--- config.mk ---
export PLATFORM = sky130hd
export DESIGN_NAME = sync_fifo
export DESIGN_NICKNAME = d
export VERILOG_FILES = /design/src/rtl/sync_fifo_pkg.sv /design/src/rtl/sync_fifo_mem.sv /design/src/rtl/sync_fifo.sv
export SDC_FILE = /design/constraint.sdc
export NUM_CORES = 1
export LEC_CHECK = 0
export CAP_MARGIN = 20
export CORE_MARGIN = 10
export CORE_UTILIZATION = 60
export CTS_BUF_LIST = sky130_fd_sc_hd__clkbuf_2
export CTS_CLUSTER_DIAMETER = 60
export DETAILED_ROUTE_END_ITERATION = 6
export GPL_TIMING_DRIVEN = 0
export PLACE_DENSITY = 0.81
export SYNTH_ARGS = -nofsm -noshare
export SYNTH_HDL_FRONTEND = slang
export SYNTH_SLANG_ARGS = --single-unit
--- constraint.sdc ---
create_clock -name clk -period 4.9 [get_ports clk]
set_input_delay 1.225 -clock clk [delete_from_list [all_inputs] [get_ports clk]]
set_output_delay 1.225 -clock clk [all_outputs]
set_load 0.005 [all_outputs]
--- src/rtl/sync_fifo_pkg.sv ---
// Shared definitions for the synchronous FIFO: default sizing constants and
// the helper that derives pointer width (address bits plus one wrap bit).
package sync_fifo_pkg;

    localparam int SYNC_FIFO_DEPTH_DEF = 8;
    localparam int SYNC_FIFO_WIDTH_DEF = 32;

    // Pointer width is the address width plus one extra wrap bit, so that a
    // full buffer and an empty buffer produce different pointer pairs.
    function automatic int ptr_width(input int depth);
        return $clog2(depth) + 1;
    endfunction

endpackage

--- src/rtl/sync_fifo_mem.sv ---
// Storage array for sync_fifo: synchronous write port and a registered read
// port. The read register clears on reset; the array itself is never cleared.
module sync_fifo_mem
    import sync_fifo_pkg::*;
#(
    parameter int FIFO_DEPTH = SYNC_FIFO_DEPTH_DEF,
    parameter int DATA_WIDTH = SYNC_FIFO_WIDTH_DEF,
    parameter int ADDR_WIDTH = ptr_width(FIFO_DEPTH) - 1
) (
    input  logic                  clk,
    input  logic                  rst_n,
    input  logic                  wr_en,
    input  logic [ADDR_WIDTH-1:0] wr_addr,
    input  logic [DATA_WIDTH-1:0] wr_data,
    input  logic                  rd_en,
    input  logic [ADDR_WIDTH-1:0] rd_addr,
    output logic [DATA_WIDTH-1:0] rd_data
);

    logic [DATA_WIDTH-1:0] mem [FIFO_DEPTH];

    // Write port: the array has no reset so it can map onto plain RAM.
    always_ff @(posedge clk) begin
        if (wr_en) begin
            mem[wr_addr] <= wr_data;
        end
    end

    // Read port: the output register only updates on an accepted read, so it
    // holds the last word delivered until the next one.
    always_ff @(posedge clk or negedge rst_n) begin
        if (!rst_n) begin
            rd_data <= '0;
        end else if (rd_en) begin
            rd_data <= mem[rd_addr];
        end
    end

endmodule

--- src/rtl/sync_fifo.sv ---
// Single-clock FIFO with chip-select-qualified write/read requests,
// registered read data and full/empty flags decoded from wrap-bit pointers.
// Optional feature: define SYNC_FIFO_ERR_EN to add overflow/underflow pulses.
module sync_fifo
    import sync_fifo_pkg::*;
#(
    parameter int FIFO_DEPTH = SYNC_FIFO_DEPTH_DEF,
    parameter int DATA_WIDTH = SYNC_FIFO_WIDTH_DEF
) (
    input  logic                  clk,
    input  logic                  rst_n,
    input  logic                  cs,
    input  logic                  wr_en,
    input  logic                  rd_en,
    input  logic [DATA_WIDTH-1:0] data_in,
    output logic [DATA_WIDTH-1:0] data_out,
    output logic                  empty,
    output logic                  full
`ifdef SYNC_FIFO_ERR_EN
    ,
    output logic                  overflow,
    output logic                  underflow
`endif
);

    localparam int PTR_WIDTH  = ptr_width(FIFO_DEPTH);
    localparam int ADDR_WIDTH = PTR_WIDTH - 1;
    localparam logic [PTR_WIDTH-1:0] PTR_ONE = PTR_WIDTH'(1);

    logic [PTR_WIDTH-1:0] wr_ptr;
    logic [PTR_WIDTH-1:0] rd_ptr;
    logic                 wr_accept;
    logic                 rd_accept;

    // Flags come only from the registered pointers, never from the requests.
    // Equal pointers mean empty; equal addresses with opposite wrap bits mean
    // the writer is exactly one lap ahead, i.e. full.
    always_comb begin
        empty = (wr_ptr == rd_ptr);
        full  = (wr_ptr[ADDR_WIDTH-1:0] == rd_ptr[ADDR_WIDTH-1:0]) &&
                (wr_ptr[ADDR_WIDTH] != rd_ptr[ADDR_WIDTH]);
    end

    // Each request is judged on its own against the pre-edge flags, which
    // lets a simultaneous write and read both proceed when neither flag is set.
    always_comb begin
        wr_accept = cs && wr_en && !full;
        rd_accept = cs && rd_en && !empty;
    end

    // Write pointer advances on every accepted write; natural overflow gives
    // the modulo 2*FIFO_DEPTH wrap.
    always_ff @(posedge clk or negedge rst_n) begin
        if (!rst_n) begin
            wr_ptr <= '0;
        end else if (wr_accept) begin
            wr_ptr <= wr_ptr + PTR_ONE;
        end
    end

    // Read pointer advances on every accepted read.
    always_ff @(posedge clk or negedge rst_n) begin
        if (!rst_n) begin
            rd_ptr <= '0;
        end else if (rd_accept) begin
            rd_ptr <= rd_ptr + PTR_ONE;
        end
    end

    sync_fifo_mem #(
        .FIFO_DEPTH (FIFO_DEPTH),
        .DATA_WIDTH (DATA_WIDTH),
        .ADDR_WIDTH (ADDR_WIDTH)
    ) u_mem (
        .clk     (clk),
        .rst_n   (rst_n),
        .wr_en   (wr_accept),
        .wr_addr (wr_ptr[ADDR_WIDTH-1:0]),
        .wr_data (data_in),
        .rd_en   (rd_accept),
        .rd_addr (rd_ptr[ADDR_WIDTH-1:0]),
        .rd_data (data_out)
    );

`ifdef SYNC_FIFO_ERR_EN
    // Error pulses: one cycle high after an edge that saw a rejected write
    // (full) or a rejected read (empty).
    always_ff @(posedge clk or negedge rst_n) begin
        if (!rst_n) begin
            overflow  <= 1'b0;
            underflow <= 1'b0;
        end else begin
            overflow  <= cs && wr_en && full;
            underflow <= cs && rd_en && empty;
        end
    end
`endif

endmodule

After elaboration in Yosys (flattened, before gate mapping)
Memory sizes are Yosys's and may differ from the RTL's. A register that Yosys moved wholly into a read port is not among the register bits.
Cells that the tools add are included.
- bits in registers: 8
- word-level logic and storage cells: 18
- memories kept: 1
- memory bits (writable): 256
- add/sub/neg operators: 2
- eq/ne operators: 3
- muxes and demuxes: 2
- reduce and logical (&&, ||, !) cells: 8
- memory list (memory ; words ; width ; read ports ; clocked after memory_dff ; write ports ; line ; source):
    u_mem.mem ; 8 ; 32 ; 1 ; 1 ; 1 ; sync_fifo_mem.sv:20 ; logic [DATA_WIDTH-1:0] mem [FIFO_DEPTH];
- operators by type and width (operator ; number):
    adder 4 x 1 -> 4 bit (second input constant) ; 2
    logical AND 1 bit ; 5
    equality test 4 bit ; 1
    equality test 3 bit ; 1
    logical NOT 1 bit ; 3
    2-to-1 mux 1 bit ; 2
    inequality test 1 bit ; 1

Logic depth before layout (Yosys ltp)
- depth in word-level cells: 6
- mapped depth: 6
- mapped depth without buffers: 4

Cells and area by module
From an unflattened synthesis, not the netlist that was laid out.
- cell total of the unflattened synthesis: 670
- area, all modules: 11681.2 µm²
- modules (own cells, without submodules) (module ; cells an instance ; area each (µm²) ; sequential area each (µm²) ; instances):
    sync_fifo_mem ; 635 ; 11254.5 ; 8488.1 ; 1
    sync_fifo ; 35 ; 426.7 ; 200.2 ; 1

Worst setup path before layout
OpenSTA, ideal clock, no wires.
- kind: input port to flip-flop
- start: in cs
- end: mem u_mem.mem[0][0] in the netlist's numbering (enable)
- data required time: 4.439 ns
- buffers on the path: 0
- slack: 0.525 ns
- stages: 4
- arrival time: 3.914 ns
- path through: nand2_1 a41oi_2 nand2b_1 nor3_1
- cells in the longest elaborated chain, start to end: 4
- RTL lines (element ; line ; source):
    start, declared ; sync_fifo.sv:12 ; input logic cs,
    logical AND 1 bit (2 in series) ; sync_fifo.sv:47 ; wr_accept = cs && wr_en && !full;
    2-to-1 mux 1 bit ; sync_fifo_mem.sv:24 ; if (wr_en) begin
    2-to-1 mux 1 bit (not written as such) ; sync_fifo_mem.sv:25 ; mem[wr_addr] <= wr_data;
    end, declared ; sync_fifo_mem.sv:20 ;
No other way between the ends.

Worst setup path in the final report
- start: reg rd_ptr[0]
- end: out empty
- cells in the longest elaborated chain, start to end: 1
- RTL lines (element ; line ; source):
    start, declared ; sync_fifo.sv:31 ; logic [PTR_WIDTH-1:0] rd_ptr;
    start signal, assigned ; sync_fifo.sv:66 ; rd_ptr <= rd_ptr + PTR_ONE;
    equality test 4 bit ; sync_fifo.sv:39 ; empty = (wr_ptr == rd_ptr);
    end, declared ; sync_fifo.sv:17 ; output logic empty,
No other way between the ends.

==> impl_metrics.yaml <==
detailed_routing:
  vias: 5662
  drt-initial-drc-count: 482
  drt_wl_total_mm: 22.7
  route.met2.wl_mm: 11.9
  first_pass_iters: 4
  wire_per_inst_um: 23.5
  drt.antenna.violating_nets: 0
  wl_met1_mm: 8.81
  top_layer_used: "met5"
  drc: 0
  vias_per_cell: 5.86
  wl_met3_mm: 1.53
setup_path:
  worstPathMaxFanout: 4
  critical_path_arrival_ns: 2.46
  path_cells: "buf_2 > xnor2_2 > nand2_1 > nor3_1 > clkdlybuf4s50_1"
  start_kind: "flip-flop"
  crit_type: "flip-flop to output pin"
  reg2reg_from: "rd_ptr[0]"
  crit_start: "rd_ptr[0]"
  critPathTopFamily: "buffers and inverters"
  cp.buffers_inverters: 2
  slowest_delay_ns: 0.55
  worst_setup_path_end_kind: "output pin"
  critical_path_required_ns: 3.67
  crit_slowest_cell: "clkdlybuf4s50_1"
cells_and_area:
  drive_gt1_share_pct: 31.3
  syn_to_final_growth_pct: 16.8
  fin_util_pct: 72.1
  num-fill-cells: 1095
  final_cell_mix: "edfxtp_1 (256), clkbuf_2 (110), clkdlybuf4s50_1 (69)"
  final_common_cell: "edfxtp_1"
  fin_nets: 720
placement:
  dp_slack_ns: 1.04
  gp_congestion: 0.759
  dp_hpwl_mm: 13.9
  port_buffers: 70
job:
  maxCapViolCount: 0
floorplanning:
  start_util_pct: 61.8
  fp.dieW_um: 157
  die_h_um: 157
  die_area_um2: 24600
  core-area_um2: 18100
  io_pins: 71
  row_count: 49
synth:
  yosysWarnings: 0
  synth_area_um2: 11200
  yosysSeqAreaShare_pct: 77.5
  syn_nets: 564
  ys_types: 22
  synth_seq_cells: 296
  syn_avg_cell_area_um2: 21.4
  postSynthCellCount: 525
timing:
  skew_ns: 0.0248
  tightest_slew_ns: 0.936
  min_period_over_period_pct: 75.1
  slew_headroom_pct: 37.5
  fmax_mhz: 272
  setup_viol: 0
  finalMaxSlewViolations: 0
  final.setup.worst_slack_ns: 1.22
  finalHoldViolations: 0
  grt_setup_unrepaired: "no"
  fin_crit_ns: 3.68
  fin_setup_tns_ns: 0
clock_tree:
  post_cts_resized: 0
  clockBufferDepth: 3
  clkLatencyLatePin_ns: 0.79
  post-cts-setup-buffer-count: 0
  root_buffer: "clkbuf_2"
  cts.sinks: 296
  htreeDepth: 3
  hold_buffers: 0
  path_clk_slew_ns: 0.11
  cts_buffers: 71
  cts_tree: "done"
worst_hold_path:
  holdCritPathClass: "primary input to async pin"
power:
  swShare_pct: 30.6
  power_density_nw_per_um2: 536
  p_leak_nw: 4.56
  pwr-share-clk_pct: 22.2
  power_switching_mw: 2.15
  combPwrFrac_pct: 31.9
  ir_worst_vdd_mv: 0.293
  seq_power_share_pct: 45.9
  intPower_mw: 4.87
  power.total_mw: 7.01
global_routing:
  grt_usage_pct: 19.0
  grt_pass1_vias: 6153
  grt_first_pass_wirelength_mm: 34.9
  grt_max_degree: 33
  globalRouteOverflowTotal: 0
  antenna_found_initial: 2
status:
  outcome: "finished, final reports clean"
-- logic make-up (layout without fill, tap and decap cells) --
logic type | Yosys count | count (layout) | synth area share [%]
other | 0 | 1 | 0
AO/OA/AOI/OAI | 34 | 34 | 1.72
flip-flops | 296 | 296 | 77.5
adder cells (fa/ha/maj) | 2 | 2 | 0.223
multiplexers | 98 | 98 | 15.9
AND/OR/NAND/NOR | 53 | 53 | 1.93
buffers and inverters | 30 | 241 | 1.60
XOR/XNOR | 12 | 12 | 1.14
-- sequential cells by signal, indices dropped and copies added, names as in the netlist --
signal / cells
u_mem.mem: 256
u_mem.rd_data: 32
rd_ptr: 4
wr_ptr: 4
-- cells in the mapped netlist (all sizes together) --
library cell  number  area (µm²)
mux2               2        22.5
inv                1        3.75
mux4              64        1440
mux2i             32         320
nand2b             3        18.8
buf               27         168
nand4              2        12.5
edfxtp           256        7690
nor2              37         139
xor2               4        35.0
a41oi              2        32.5
a21oi             32         160
xnor2              8        92.6
dfrtp             40        1000
nor3               4        20.0
nand2              7        26.3
clkbuf             2        7.51
ha                 2        25.0
-- metrics by stage --
step                      instances  area, µm²  hold WS (ns)
after global placement          824      12200         0.506
after floorplan                 525      11200         0.502
after detailed placement        837      12400         0.520
after global routing            966      13100         0.275
final                           966      13100         0.335
after CTS                       965      13100         0.303
-- layout make-up --
type | instances | area, µm² | share of cell area [%]
flip-flops and latches | 296 | 8690 | 66.4
multi-input cells | 199 | 2390 | 18.3
repair buffers | 83 | 898 | 6.86
clock buffers | 110 | 551 | 4.20
well taps | 229 | 287 | 2.19
plain buffers | 29 | 175 | 1.34
clock inverters | 18 | 93.8 | 0.717
inverters | 1 | 3.75 | 0.0287
diodes | 1 | 2.50 | 0.0191
-- path summary, 6_finish.rpt --
path / to / slack [ns] / cells after the start
min in group clk: u_mem.rd_data[9] / 0.54 / 2
max in group asynchronous: u_mem.rd_data[19] / 4.03 / 2
hold / removal: u_mem.rd_data[3] / 0.34 / 1
hold reg to reg: u_mem.rd_data[9] / 0.54 / 2
setup / recovery: empty / 1.22 / 5
setup reg to reg: u_mem.mem[0][9] / 2.04 / 7
-- layer usage --
| metal | vias to the layer above | GRT usage [%] |
|---|---|---|
| li1 | 2487 | - |
| met1 | 2884 | 23.0 |
| met2 | 235 | 32.1 |
| met3 | 54 | 5.24 |
| met4 | 2 | 6.97 |
| met5 | - | 0 |
-- power by group through the flow --
stage | sequential (mW) | clock [mW] | combinational (mW)
2_1_floorplan | 3.26 | 0 | 1.44
3_3_place_gp | 3.27 | 0 | 2.14
3_5_place_dp | 3.27 | 0 | 2.27
4_1_cts | 3.22 | 1.59 | 2.28
5_1_grt | 3.25 | 1.72 | 2.41
6_report | 3.22 | 1.56 | 2.24
(Power assumes the default switching activity.)
